[config.mk]
export PLATFORM = sky130hd
export DESIGN_NAME = elastic_pipeline
export DESIGN_NICKNAME = d
export VERILOG_FILES = /design/src/rtl/elastic_pipeline.sv
export SDC_FILE = /design/constraint.sdc
export NUM_CORES = 1
export LEC_CHECK = 0
export ABC_AREA = 1
export BUFFER_PORTS_ARGS = -buffer_cell sky130_fd_sc_hd__buf_2
export CORE_MARGIN = 3
export CORE_UTILIZATION = 56
export CTS_CLUSTER_DIAMETER = 40
export DETAILED_ROUTE_END_ITERATION = 16
export PLACE_DENSITY_LB_ADDON = 0.2
export RECOVER_POWER = 25
export SETUP_SLACK_MARGIN = 0.2
export SLEW_MARGIN = 20
export SYNTH_ARGS = -nofsm -noshare
export SYNTH_HDL_FRONTEND = slang
export SYNTH_SLANG_ARGS = --single-unit
[constraint.sdc]
create_clock -name clk_in -period 2.4 [get_ports clk_in]
set_input_delay 0.12 -clock clk_in [delete_from_list [all_inputs] [get_ports clk_in]]
set_output_delay 0.12 -clock clk_in [all_outputs]
set_load 0.05 [all_outputs]
[src/rtl/elastic_pipeline.sv]
// ---------------------------------------------------------------------------
// elastic_pipeline
//
// Purpose:
//   A DEPTH-stage valid/ready register pipeline with bubble collapsing.
//   Each stage holds one beat. A stage hands its beat on when the next stage
//   is empty or is emptying this edge. An empty stage always loads from its
//   predecessor, even while the output is stalled. The last stage drives
//   data_out/valid_out directly from its registers.
//
// Optional feature (macro ELASTIC_PIPELINE_SKID_EN):
//   Undefined (default): ready_out is combinational. It is derived from the
//     ready chain through all stages, so it depends on ready_in in the same
//     cycle. At most DEPTH beats are held.
//   Defined: a one-entry skid register sits in front of stage 0. ready_out
//     comes from a register that is high while the skid entry is empty. A
//     beat accepted while stage 0 cannot load is parked in the skid entry.
//     A parked beat drains into stage 0 before any new input. At most
//     DEPTH+1 beats are held.
//
// Ports:
//   clk_in     in   1                  clock, rising edge
//   rst_n_in   in   1                  asynchronous active-low reset
//   data_in    in   WIDTH              upstream beat payload
//   valid_in   in   1                  upstream beat present
//   ready_out  out  1                  block accepts a beat this cycle
//   data_out   out  WIDTH              payload of the last stage
//   valid_out  out  1                  last stage holds a beat
//   ready_in   in   1                  downstream accepts the beat this cycle
//   count_out  out  $clog2(DEPTH+2)    beats currently held (stages + skid)
// ---------------------------------------------------------------------------
module elastic_pipeline #(
   parameter int DEPTH = 2,
   parameter int WIDTH = 16
) (
   input  logic                       clk_in,
   input  logic                       rst_n_in,
   input  logic [WIDTH-1:0]           data_in,
   input  logic                       valid_in,
   output logic                       ready_out,
   output logic [WIDTH-1:0]           data_out,
   output logic                       valid_out,
   input  logic                       ready_in,
   output logic [$clog2(DEPTH+2)-1:0] count_out
);

   localparam int CW = $clog2(DEPTH+2);

   logic [WIDTH-1:0] data_q [DEPTH];
   logic [WIDTH-1:0] data_d [DEPTH];
   logic [DEPTH-1:0] vld_q;
   logic [DEPTH-1:0] vld_d;
   logic [DEPTH-1:0] open_v;     // stage i may take a new beat on this edge
   logic [CW-1:0]    count_q;
   logic [CW-1:0]    count_d;
   logic             accept;
   logic             emit;
   logic             s0_load;    // a beat is offered to stage 0
   logic [WIDTH-1:0] s0_src;     // payload offered to stage 0

   // Ready chain from the output back to stage 0. A stage is open when it
   // is empty or when everything downstream of it is moving. This reduces
   // to: open[i] = !vld[i] || open[i+1], where open[DEPTH] = ready_in.
   always_comb begin
      logic nxt_open;
      nxt_open = ready_in;
      open_v   = '0;
      for (int i = DEPTH-1; i >= 0; i--) begin
         open_v[i] = ~vld_q[i] | nxt_open;
         nxt_open  = open_v[i];
      end
   end

   assign emit = vld_q[DEPTH-1] & ready_in;

`ifdef ELASTIC_PIPELINE_SKID_EN
   logic [WIDTH-1:0] skid_data_q;
   logic [WIDTH-1:0] skid_data_d;
   logic             skid_vld_q;
   logic             skid_vld_d;
   logic             rdy_q;
   logic             rdy_d;

   // rdy_q resets high so that the first edge after reset release can
   // accept. The reset gate keeps ready_out low while reset is asserted.
   assign ready_out = rst_n_in & rdy_q;
   assign accept    = valid_in & ready_out;

   always_comb begin
      s0_load     = accept;
      s0_src      = data_in;
      skid_vld_d  = skid_vld_q;
      skid_data_d = skid_data_q;
      if (skid_vld_q) begin
         // A parked beat goes to stage 0 first. No new beat is accepted
         // while it waits, because ready_out is low.
         s0_load    = 1'b1;
         s0_src     = skid_data_q;
         skid_vld_d = ~open_v[0];
      end else if (accept && !open_v[0]) begin
         skid_vld_d  = 1'b1;
         skid_data_d = data_in;
      end
      rdy_d = ~skid_vld_d;
   end

   always_ff @(posedge clk_in or negedge rst_n_in) begin
      if (!rst_n_in) begin
         skid_vld_q  <= 1'b0;
         skid_data_q <= '0;
         rdy_q       <= 1'b1;
      end else begin
         skid_vld_q  <= skid_vld_d;
         skid_data_q <= skid_data_d;
         rdy_q       <= rdy_d;
      end
   end
`else
   assign ready_out = rst_n_in & open_v[0];
   assign accept    = valid_in & ready_out;
   assign s0_load   = accept;
   assign s0_src    = data_in;
`endif

   // Stage next-state. Data registers change only on a load, so empty
   // stages keep their stale payload rather than toggling.
   always_comb begin
      vld_d = vld_q;
      for (int i = 0; i < DEPTH; i++) begin
         data_d[i] = data_q[i];
      end
      if (open_v[0]) begin
         vld_d[0] = s0_load;
         if (s0_load) begin
            data_d[0] = s0_src;
         end
      end
      for (int i = 1; i < DEPTH; i++) begin
         if (open_v[i]) begin
            vld_d[i] = vld_q[i-1];
            if (vld_q[i-1]) begin
               data_d[i] = data_q[i-1];
            end
         end
      end
   end

   assign count_d = count_q + CW'(accept) - CW'(emit);

   always_ff @(posedge clk_in or negedge rst_n_in) begin
      if (!rst_n_in) begin
         vld_q   <= '0;
         count_q <= '0;
         for (int i = 0; i < DEPTH; i++) begin
            data_q[i] <= '0;
         end
      end else begin
         vld_q   <= vld_d;
         count_q <= count_d;
         for (int i = 0; i < DEPTH; i++) begin
            data_q[i] <= data_d[i];
         end
      end
   end

   assign data_out  = data_q[DEPTH-1];
   assign valid_out = vld_q[DEPTH-1];
   assign count_out = count_q;

endmodule

Yosys cells after proc, flatten, opt, wreduce, memory -nomap -nowiden

Cells that the tools add are included.

Input port bits: 20
Bits in latches: 0
Bits in read-only memories: 0
Output and inout bits: 20
Bits in writable memories: 0
Word-level logic and storage cells: 16
Memories: 0
Bits in registers: 36

Eq/ne operators: 0
$mul: 0
Magnitude comparators: 0
Divide/modulo/power cells: 0
Reductions and logical operators: 2
Bitwise logic cells: 7
Multiplexer cells: 0
Shifts and indexed selects: 0
$add $sub $neg: 2

Operators with widths:

| cell                      | number |
|---|---|
| AND reduction 2 bit       | 2 |
| bitwise AND 1 bit         | 3 |
| adder 2 x 1 -> 2 bit      | 1 |
| NOT 1 bit                 | 2 |
| OR 1 bit                  | 2 |
| subtractor 2 x 1 -> 2 bit | 1 |

Depth between registers and ports, before layout

Gate-level depths: netlist of the first run.

Depth after elaboration: 7
Mapped depth: 10
Depth with buffers taken out: 9

Worst setup path after synthesis of the first run

OpenSTA, ideal clock, no wires.

Kind: flip-flop to flip-flop
Start: reg vld_q[1]
End: reg count_q[1] (netlist: count_out[1])
Arrival: 1.716 ns
Setup slack: 0.568 ns
Stages on the path, launching flop included: 10
Required time: 2.284 ns
Buffers on the path: 1
Period minus slack after synthesis: 1.832 ns
Setup time: 0.116 ns
Cell sequence: dfrtp_1 -> nand3_4 -> nand3_4 -> buf_12 -> ha_1 -> inv_1 -> ha_1 -> inv_1 -> nand2_1 -> nand2_1

Longest elaborated chain between the ends: 7
Elaborated cells on any way between the ends: 8
Classes of those cells: add/sub (2); bitwise (6)

RTL lines:

| item                          | RTL line | RTL |
|---|---|---|
| from (decl)                   | 51       | `logic [DEPTH-1:0] vld_q;` |
| from (signal assigned)        | 158      | `vld_q <= vld_d;` |
| NOT 1 bit                     | 69       | `open_v[i] = ~vld_q[i] \| nxt_open;` |
| OR 1 bit (2 in a row)         | 69       |  |
| bitwise AND 1 bit             | 119      | `assign ready_out = rst_n_in & open_v[0];` |
| bitwise AND 1 bit             | 120      | `assign accept = valid_in & ready_out;` |
| adder 2 x 1 -> 2 bit          | 148      | `assign count_d = count_q + CW'(accept) - CW'(emit);` |
| subtractor 2 x 1 -> 2 bit (*) | 148      |  |
| via count_d[1]                | 55       | `logic [CW-1:0] count_d;` |
| to (signal assigned)          | 159      | `count_q <= count_d;` |
| to (decl)                     | 54       | `logic [CW-1:0] count_q;` |

Mark *: on every way through the listed nets, which the timed path passes. The rest lies on a longest branch.
A chain may end at the register's enable or synchronous reset.

Worst setup path after layout of the first run

Start: in rst_n_in
End: out ready_out

Longest elaborated chain between the ends: 1

RTL lines:

| item              | RTL line | RTL |
|---|---|---|
| from (decl)       | 37       | `input logic rst_n_in,` |
| bitwise AND 1 bit | 119      |  |
| to (decl)         | 40       | `output logic ready_out,` |

No other way between the ends.

==> metrics.cfg, run 1 <==
[detailed_routing]
drc_errors=0
detail-route-antenna-nets=0
drtPass1Iterations=4
drt_iter0_markers=57
finalWirelength_um=2910
num_vias=1201
drt-wirelength-per-cell_um=12.5
vias_per_cell=5.15

[sta]
period_minus_slack_ns=1.94
fmax_mhz=515
rsz0062_at_grt=no
period_share_pct=80.9
maxSlewHeadroom_pct=61.6
fin_tns_setup_ns=0
report.final.slew_viol_count=0
fin_ws_ns=0.458
setup_violations=0
clock_skew_ns=0.00896
hold_violations=0
tightestPinTransition_ns=0.576

[clocking]
clkTransAtPathRegs_ns=0.10
cts_made_buffers=5
cts_num_sinks=36
cts_root_buf=clkbuf_4
cts_resized=0
cts_tree=done
h-tree-depth=2
cts.path.max_buffers=2
insertion_delay_ns=0.34

[power]
ir_drop_v=0.000512
finalPower_mw=1.87
total_leakage_power_nw=1.03
combPwrFrac_pct=34.6
netSwitchingPower_mw=0.763
power-per-cell-area_nw_per_um2=1030
pwr-share-seq_pct=43.4
intPower_mw=1.10
swShare_pct=40.8
clkPwrFrac_pct=22.0

[place]
gp_congestion=0.752
pre_cts_ws_ns=0.665
portBuffers=39
hpwl_um=2120

[min_path]
whs_path_depth=3
min_path_type=in2reg

[global_route]
grt_use_total_pct=18.0
grt_pass1_wl_um=4810
gr-total-overflow=0
antenna_found_initial=0
grt_pass1_vias=1062
grt_max_degree=54

[synthesis]
syn_area_per_cell_um2=9.41
yosysTopAreaCell=dfrtp_1
synthDominantCellAreaShare_pct=53.8
synth_nets=200
synthTopCellsByArea=dfrtp_1 (54%), nand2_1 (14%), buf_4 (7.2%)
synth_cell_type_count=15
netlist_area_um2=1670
ys_ff_latch=36
syn_inst=178
ys_seq_area_share_pct=53.8
ys.warnings.count=0

[layout]
final_common_cell=nand2_1
drive_gt1_share_pct=29.7
mostFrequentLayoutCells=nand2_1 (63), buf_2 (38), dfrtp_1 (36), nand4_1 (16), nand3_1 (16)
num_antenna_cells=0
synthToLayoutAreaGrowth_pct=8.15
finalNetCount=223

[worst_setup_path]
reg2regPathDepth=8
crit_chain=dlygate4sd3_1 > clkbuf_1 > buf_4 > nand2_1 > inv_1 > buf_2
cp.arrival_ns=1.82
cp-end-kind=primary output
critPathMaxFanout=53
slowest_stage=dlygate4sd3_1
critical_path.max_stage_delay_ns=0.55
required_ns=2.28
cp-start-kind=input port
path_class=in2out

[die]
start_util_pct=59.7
coreArea_um2=2810
boundaryPins=40
dieArea_um2=3680
die_h_um=60.7
rows=19
die_w_um=60.7

[outcome]
status=complete, no violations

[job]
maxCapViolCount=0

==> worst max-delay path: cells and delay by family <==
kind	cells	cell delay (ns)
buf+inv	5	1.58
simple gates	1	0.11
==> logic make-up (layout without fill, tap and decap cells) <==
kind of cell | after synthesis | after routing | synth area share [%]
xor gates and xnor gates | 1 | 1 | 0.523
adders and majority gates | 2 | 2 | 1.49
buffers and inverters | 32 | 56 | 13.2
DFF | 36 | 36 | 53.8
and+or+nand+nor | 107 | 107 | 31.0
==> metal layers <==
metal / share of wire [%] / global-route usage (%)
met1: 48 / 26.3
met2: 43 / 25.2
met3: 7.2 / 4.26
met4: 1.4 / 8.36
met5: 0 / 0
==> cells in the mapped netlist, drive strengths merged <==
library cell,count
buf,26
dfrtp,36
ha,2
inv,6
nand2,73
nand3,18
nand4,16
xnor2,1
==> power by group through the flow <==
stage | Combinational (mW) | Clock [mW] | Sequential [mW]
2_1_floorplan | 0.547 | 0 | 0.878
3_3_place_gp | 0.642 | 0 | 0.817
3_5_place_dp | 0.653 | 0 | 0.824
4_1_cts | 0.655 | 0.419 | 0.812
5_1_grt | 0.700 | 0.449 | 0.826
6_report | 0.647 | 0.411 | 0.811
==> registers in the layout (all words and copies together) (netlist names) <==
| register | cells |
|---|---|
| count_out | 2 |
| data_out | 16 |
| data_q | 16 |
| vld_q | 2 |
==> what timing repair did <==
item,CTS,global route
setup buffers,0,0
hold buffers,1,0
endpoints found under the hold margin,36,0
==> final cells by class <==
class	instances	area, um2
fill	264	995
sequential	36	901
multi-input combinational	110	553
timing repair buffer	42	219
clock buffer	6	41.3
tap	31	38.8
clock inverter	2	35.0
inverter	6	22.5
==> final timing paths <==
kind / start / slack [ns] / end
worst min register to register: data_out[0] / 0.48 / data_out[0]
worst max register to register: vld_q[1] / 0.68 / count_out[1]
max in group asynchronous: rst_n_in / 1.44 / data_q[16]
worst max-delay path: rst_n_in / 0.46 / ready_out
worst min-delay path: data_in[5] / 0.03 / data_q[21]
min in group asynchronous: rst_n_in / 0.56 / data_q[22]
==> metrics by stage <==
stage | cell area [um2] | cells | hold slack [ns] | utilization, %
floorplan | 1670 | 178 | -0.176 | -
global placement | 1730 | 224 | 0.283 | 61.5
detailed placement | 1730 | 224 | 0.298 | 61.5
CTS | 1810 | 233 | 0.0261 | 64.6
global route | 1810 | 233 | 0.0226 | 64.5
finish | 1810 | 233 | 0.0329 | 64.5
Note: power is estimated with default switching activity, not from simulation.
==> inputs of run 2 (changes only) <==
- CORE_UTILIZATION: 56 -> 52
- clock period: 2.4 -> 1.9 ns (I/O delays scaled with it)
==> metrics.cfg, run 2 (synthesis gave the netlist of run 1 again) <==
[outcome]
status=complete, no violations

[die]
boundaryPins=40  ; unchanged
start_util_pct=57.7  ; -2.0 points
coreArea_um2=2900  ; +3.4%
dieArea_um2=3940  ; +6.9%
rows=19  ; unchanged
die_w_um=62.7  ; +3.4%
die_h_um=62.7  ; +3.4%

[detailed_routing]
detail-route-antenna-nets=0  ; unchanged
drc_errors=0  ; unchanged
route.met2.wl_um=1400  ; +10%
drtPass1Iterations=4  ; unchanged
drt-wirelength-per-cell_um=12.2  ; -1.8%
wl_met3_um=182  ; -13%
num_vias=1201  ; unchanged
finalWirelength_um=3040  ; +4.5%
drt_iter0_markers=29  ; -49%
met1_length_um=1430  ; +2.2%
dr.max_layer_used=met4
vias_per_cell=4.84  ; -6.0%

[sta]
fmax_mhz=627
tightestPinTransition_ns=0.615  ; +0.0391 ns
period_share_pct=84.0
hold_violations=0  ; unchanged
setup_violations=0  ; unchanged
maxSlewHeadroom_pct=59.0  ; -2.6 points
rsz0062_at_grt=no
clock_skew_ns=0.00735  ; -0.00162 ns
fin_ws_ns=0.305  ; -0.154 ns
period_minus_slack_ns=1.60
report.final.slew_viol_count=0  ; unchanged
fin_hold_ws_ns=0.0118  ; -0.0212 ns
fin_tns_setup_ns=0  ; unchanged

[clocking]
insertion_delay_ns=0.33  ; about the same
cts_root_buf=clkbuf_4
h-tree-depth=2  ; unchanged
cts_tree=done
cts_made_buffers=5  ; unchanged
cts_num_sinks=36  ; unchanged
clkTransAtPathRegs_ns=0.10  ; about the same
post_cts_buffers=0  ; unchanged
cts_hold_buf=2  ; +1
cts.path.max_buffers=2  ; unchanged
cts_resized=0  ; unchanged

[place]
placed_cell_area_um2=1760  ; +1.7%
portBuffers=39  ; unchanged
pre_cts_ws_ns=0.395  ; -0.270 ns
placed_cells=237  ; +5.8%
hpwl_um=2280  ; +7.8%
gp_congestion=0.763  ; +1.5%

[layout]
num_antenna_cells=0  ; unchanged
finalNetCount=227  ; +1.8%
fillCellCount=279  ; +5.7%
stdcell_count=248  ; +6.4%
drive_gt1_share_pct=30.1  ; +0.39 points
finish.utilization_pct=63.5  ; -1.1 points
synthToLayoutAreaGrowth_pct=9.94
final_common_cell=nand2_1
mostFrequentLayoutCells=nand2_1 (63), buf_2 (38), dfrtp_1 (35), nand4_1 (16), nand3_1 (16)
design_area_um2=1840  ; +1.7%

[global_route]
gr-total-overflow=0  ; unchanged
grt_max_degree=29  ; -46%
antenna_found_initial=0  ; unchanged
grt_use_total_pct=17.3  ; -0.67 points
grt_pass1_wl_um=5350  ; +11%
grt_pass1_vias=1174  ; +11%

[worst_setup_path]
cp-start-kind=input port
required_ns=1.80  ; -0.48 ns
path_class=in2out
critPathMaxFanout=28  ; -47%
cp-end-kind=primary output
cp.arrival_ns=1.50  ; -0.32 ns

[min_path]
min_path_type=in2reg

[job]
maxCapViolCount=0  ; unchanged

[power]
total_leakage_power_nw=1.04  ; +0.59%
finalPower_mw=2.27  ; +21%
ir_drop_v=0.000595  ; +16%
power-per-cell-area_nw_per_um2=1230  ; +19%

run 2: final timing paths:
| path | endpoint | depth (start not counted) | slack, ns | start |
|---|---|---|---|---|
| max | ready_out | 6 | 0.30 | rst_n_in |
| min | data_q[22] | 3 | 0.01 | data_in[6] |
| max reg2reg | count_out[1] | 8 | 0.40 | vld_q[1] |
| min reg2reg | data_out[1] | 2 | 0.47 | data_out[1] |
| max in group asynchronous | vld_q[1] | 4 | 0.60 | rst_n_in |
| min in group asynchronous | data_q[17] | 3 | 0.38 | rst_n_in |
run 2: where the power goes:
part | internal (mW) | switching (mW)
combinational | 0.199 | 0.631
clock | 0.183 | 0.228
sequential | 0.929 | 0.0962
run 2: routing by layer:
layer / track usage [%] / vias to the layer above
met5: 0 / -
met4: 6.34 / 0
met3: 5.76 / 4
met2: 26.2 / 43
met1: 23.1 / 539
li1: - / 615
run 2: worst max-delay path: stages:
cell and delay (ns):
dlygate4sd3_1 0.52, clkbuf_1 0.17, buf_4 0.33, nand2_1 0.09, inv_1 0.05, buf_2 0.25
run 2: layout make-up:
cell class | instances | area [um2] | area share (%)
clock buffers | 8 | 58.8 | 3.20
repair buffers | 46 | 251 | 13.7
inverters | 6 | 22.5 | 1.22
flip-flops and latches | 36 | 902 | 49.0
multi-input cells | 110 | 553 | 30.0
well taps | 42 | 52.6 | 2.86
